[config.mk]
export PLATFORM = sky130hd
export DESIGN_NAME = iec_bus_hub
export DESIGN_NICKNAME = d
export VERILOG_FILES = /design/src/rtl/iec_bus_hub.sv
export SDC_FILE = /design/constraint.sdc
export NUM_CORES = 1
export LEC_CHECK = 0
export ABC_CLOCK_PERIOD_IN_PS = 1900
export BUFFER_PORTS_ARGS = -buffer_cell sky130_fd_sc_hd__buf_2
export CORE_MARGIN = 4
export CORE_UTILIZATION = 32
export CTS_BUF_LIST = sky130_fd_sc_hd__clkbuf_4 sky130_fd_sc_hd__clkbuf_8
export CTS_CLUSTER_SIZE = 40
export DETAILED_ROUTE_END_ITERATION = 8
export PLACE_DENSITY_LB_ADDON = 0.25
export SYNTH_ARGS = -nofsm -noshare
export SYNTH_HDL_FRONTEND = slang
export SYNTH_SLANG_ARGS = --single-unit
[constraint.sdc]
create_clock -name clk32 -period 1.9 [get_ports clk32]
set_input_delay 0.57 -clock clk32 [delete_from_list [all_inputs] [get_ports clk32]]
set_output_delay 0.57 -clock clk32 [all_outputs]
set_load 0.05 [all_outputs]
[src/rtl/iec_bus_hub.sv]
// IEC serial-bus hub: merges host, external and emulated-drive pull-downs,
// glitch-filters the bus lines and generates the drive phase strobes.
module iec_bus_hub #(
    parameter int NUM_DRIVES = 2,
    parameter int FILTER_LEN = 2,
    parameter int CLK_DIV    = 32
) (
    input  logic                  clk32,
    input  logic                  reset_n,
    input  logic                  host_atn,
    input  logic                  host_clk,
    input  logic                  host_data,
    input  logic                  ext_atn,
    input  logic                  ext_clk,
    input  logic                  ext_data,
    input  logic [NUM_DRIVES-1:0] drv_en,
    input  logic [NUM_DRIVES-1:0] drv_clk_o,
    input  logic [NUM_DRIVES-1:0] drv_data_o,
    input  logic [NUM_DRIVES-1:0] drv_atna,
    input  logic [1:0]            speed,
    output logic                  atn_f,
    output logic                  clk_f,
    output logic                  data_f,
    output logic                  atn_stb,
    output logic [23:0]           glitch_cnt,
    output logic                  ph_rise,
    output logic                  ph_fall
);

    // The incoming raw sample acts as the newest history entry, so only
    // FILTER_LEN-1 older samples need storing once FILTER_LEN exceeds one.
    localparam int HD = (FILTER_LEN > 1) ? FILTER_LEN - 1 : 1;

    logic                  raw_atn;
    logic [NUM_DRIVES-1:0] drv_clk_term;
    logic [NUM_DRIVES-1:0] drv_data_term;
    logic [2:0]            raw;
    logic [2:0]            filt_reg;
    logic [2:0]            filt_next;

    assign raw_atn = host_atn | ext_atn;

    // ATN-ack uses the unfiltered ATN so DATA hold-off follows in the same cycle.
    for (genvar gi = 0; gi < NUM_DRIVES; gi++) begin : g_drv
        assign drv_clk_term[gi]  = drv_en[gi] & drv_clk_o[gi];
        assign drv_data_term[gi] = drv_en[gi] & (drv_data_o[gi] | (drv_atna[gi] ^ raw_atn));
    end

    assign raw = {raw_atn,
                  host_clk  | ext_clk  | (|drv_clk_term),
                  host_data | ext_data | (|drv_data_term)};

    // Line index: 2 = ATN, 1 = CLK, 0 = DATA.
    for (genvar gi = 0; gi < 3; gi++) begin : g_line
        logic [HD-1:0] hist_reg;
        logic [HD-1:0] hist_next;
        logic [7:0]    cnt_reg;
        logic          settled;
        logic          next_val;
        logic          upd;
        logic          glitch;

        if (FILTER_LEN > 1) begin : g_deep
            assign settled  = (&{hist_reg, raw[gi]}) | ~(|{hist_reg, raw[gi]});
            assign next_val = raw[gi];
        end else begin : g_single
            assign settled  = 1'b1;
            assign next_val = hist_reg[0];
        end

        if (HD > 1) begin : g_shift
            assign hist_next = {hist_reg[HD-2:0], raw[gi]};
        end else begin : g_one
            assign hist_next = raw[gi];
        end

        assign upd           = settled & (next_val != filt_reg[gi]);
        assign filt_next[gi] = upd ? next_val : filt_reg[gi];
        // An excursion that returns to the filtered level without ever being accepted.
        assign glitch        = (hist_reg[0] != filt_reg[gi]) & (raw[gi] == filt_reg[gi]) & ~upd;

        always_ff @(posedge clk32 or negedge reset_n) begin
            if (!reset_n) begin
                hist_reg     <= '0;
                filt_reg[gi] <= 1'b0;
                cnt_reg      <= 8'd0;
            end else begin
                hist_reg     <= hist_next;
                filt_reg[gi] <= filt_next[gi];
                if (glitch && cnt_reg != 8'hFF)
                    cnt_reg <= cnt_reg + 8'd1;
            end
        end

        assign glitch_cnt[8*gi +: 8] = cnt_reg;
    end

    assign atn_f  = filt_reg[2];
    assign clk_f  = filt_reg[1];
    assign data_f = filt_reg[0];

    always_ff @(posedge clk32 or negedge reset_n) begin
        if (!reset_n)
            atn_stb <= 1'b0;
        else
            atn_stb <= filt_next[2] & ~filt_reg[2];
    end

    logic [5:0] div_reg;
    logic [6:0] p_reg;
    logic [6:0] p_sel;
    logic       wrap;

    always_comb begin
        p_sel = 7'(CLK_DIV);
        case (speed)
            2'd1:    p_sel = 7'(CLK_DIV / 2);
            2'd2:    p_sel = 7'(CLK_DIV / 4);
            default: p_sel = 7'(CLK_DIV);
        endcase
    end

    assign wrap = ({1'b0, div_reg} == (p_reg - 7'd1));

    // The period is only re-latched on wrap, so a speed change never truncates a period.
    always_ff @(posedge clk32 or negedge reset_n) begin
        if (!reset_n) begin
            div_reg <= 6'd0;
            p_reg   <= 7'(CLK_DIV);
            ph_rise <= 1'b0;
            ph_fall <= 1'b0;
        end else begin
            ph_rise <= (div_reg == 6'd0);
            ph_fall <= (div_reg == p_reg[6:1]);
            if (wrap) begin
                div_reg <= 6'd0;
                p_reg   <= p_sel;
            end else begin
                div_reg <= div_reg + 6'd1;
            end
        end
    end

endmodule

==> results.toml <==
[synthesis]
postSynthCellCount = 201
avgSynthCellArea_um2 = 10.8
async_reset_ff_frac = 1.00
synth-seq-cells = 42
mappedNetlistNets = 227
synth_edf_count = 0
yosys.area.top_type = "dfrtp_1"
synth_cell_types = 47
synth_area_leaders = "dfrtp_1 47%, xor2_1 7.3%, ha_1 4.6%"
yosysTopAreaCellShare = 0.473
synthFlopType = "dfrtp_1"
yosysWarnings = 0
synth_sequential_area_ratio = 0.486
syn_area_um2 = 2170

[route]
detail_route.first_pass.iterations = 4
drt-vias-per-instance = 4.93
drtIter0Drc = 53
dr_wl_met3_um = 233
route.met2.wl_um = 2090
ant_nets = 0
wire_per_inst_um = 12.9
wl_um = 4490
drc_errors = 0
wl_met1_um = 2120
top_layer = "met4"
vias = 1720

[clock_tree]
numCtsBuffers = 5
cts.clk_slew.worst_paths_ps = 80
root_buffer = "clkbuf_8"
cts.path.max_buffers = 2
worst_skew_pair.late_latency_ps = 290
cts-hold-fix-buffers = 0
clkSinkCount = 42
htree_levels = 2
tritoncts = "done"

[sta]
setup_viol = 2
holdWs_ps = 64.3
maxSlewViolCount = 0
fmax_ghz = 0.500
fin_crit_ps = 2000
finalWorstSetupSlack_ps = -98.1
slew_headroom = 0.767
tightest_slew_ps = 348
setup_tns_ps = -191
finalCritPeriodShare = 1.05
rsz0062_at_grt = "true"
hold_viol = 0
clock_skew_ps = 6.60

[power]
irDropWorstVdd_mv = 0.804
p_per_area_nw_per_um2 = 1040
p_total_mw = 2.91
cellLeakagePower_nw = 1.36

[die]
die_area_um2 = 8150
row_count = 29
start_util = 0.336
num_io_pins = 48
chipWidth_um = 90.3
core_um2 = 6460
die_h_um = 90.3

[job]
cap_violations = 0

[worst_setup_path]
r2r_cells = 6
ff2ff_setup_slack_ps = 210
crit_fanout = 8
startpoint = "drv_data_o[0]"
arrival_ps = 2170
r2r-end = "g_line[0].cnt_reg[1]"
crit_end = "g_line[0].cnt_reg[2]"
endpoint_kind = "flop"
worstReg2RegStart = "g_line[0].cnt_reg[1]"
critPathRequiredTime_ps = 2070
crit_type = "primary input to flop"
start_kind = "primary input"

[final_layout]
drive_gt1_frac = 0.364
stdcell_area_um2 = 2790
largest_register_ffs = 24
final_common_cell = "buf_2"
diodes = 0
fin_util = 0.432
mostFrequentLayoutCells = "44 x buf_2, 40 x dfrtp_1, 19 x nand2_1"
fin_cells = 349
nets = 297
areaGrowthSynthToFinish_pct = 28.9

[place]
placed_area_um2 = 2650
place_inst = 340
io_buffers = 47
gp_congestion = 0.710
dp_hpwl_um = 3390
dpl_worst_slack_ps = -437

[global_route]
grt_pass1_wl_um = 7880
grt_pass1_vias = 1713
antenna_found_initial = 0
track_usage = 0.116
grt_max_degree = 42
grt_overflow = 0

[min_path]
hold_path.class = "primary input to async pin"

[run_status]
status = "complete, but fails checks"
violations = "negative setup slack"
## critical path: stages
cell and delay [ps]:
buf_6 90, or4_4 540, o211a_4 170, o311ai_4 270, buf_6 170, a21boi_2 60
mux2_4 290
## cells by family (layout without fill, tap and decap cells)
logic type,Yosys count,in the layout,share of synthesized area
buffers and inverters,14,85,0.0242
XOR/XNOR,28,28,0.113
AO/OA/AOI/OAI,32,32,0.121
adder cells (fa/ha/maj),9,9,0.0508
flip-flops,42,42,0.486
multiplexers,6,6,0.0346
AND/OR/NAND/NOR,70,70,0.171
## what timing repair did
action / CTS / global route
setup endpoints to repair: 8 / 9
buffers inserted: 0 / 1
endpoints found under the hold margin: 0 / 0
pin swaps: 5 / 2
gates resized for setup: 3 / 7
## worst min-delay path by stage
stage / startpoint / endpoint / slack, ps / depth (start not counted)
2_1_floorplan: reset_n / atn_f / 270 / 0
3_3_place_gp: reset_n / g_line[0].cnt_reg[5] / 370 / 1
3_5_place_dp: reset_n / g_line[0].cnt_reg[5] / 370 / 1
4_1_cts: reset_n / g_line[0].cnt_reg[5] / 50 / 1
5_1_grt: reset_n / g_line[0].cnt_reg[5] / 50 / 1
6_report: reset_n / g_line[0].cnt_reg[5] / 60 / 1
## final cells by class
class                      count  area [um^2]
sequential                    42         1050
clock buffer                   7         90.1
timing repair buffer          66          413
clock inverter                 1         5.00
inverter                      11         41.3
fill                         638         3670
tap                           77         96.3
multi-input combinational    145         1090
## cell usage after synthesis (all sizes together), types with 2 or more instances
| master | n |
|---|---|
| dfrtp | 41 |
| nand2 | 19 |
| xor2 | 18 |
| nor2 | 14 |
| inv | 11 |
| nand3 | 11 |
| xnor2 | 10 |
| ha | 8 |
| a21oi | 6 |
| mux2 | 6 |
| nand4 | 5 |
| a211oi | 4 |
| and3 | 4 |
| nor3 | 4 |
| o21ai | 4 |
| clkbuf | 3 |
| a21boi | 2 |
| a31o | 2 |
| a31oi | 2 |
| nand2b | 2 |
| nor2b | 2 |
| nor4 | 2 |
| o211a | 2 |
| o211ai | 2 |
| or4 | 2 |
## per-layer routing
metal | track usage | vias up
met2 | 0.180 | 39
li1 | - | 848
met1 | 0.161 | 828
met3 | 0.0308 | 5
met5 | 0 | -
met4 | 0.0306 | 0
## report_power, final
| part | internal (mW) | switching [mW] | leakage, nW |
|---|---|---|---|
| clock network | 0.308 | 0.300 | 0.0517 |
| registers | 1.05 | 0.195 | 0.520 |
| logic | 0.332 | 0.717 | 0.786 |
Note: power is estimated with default switching activity, not from simulation.
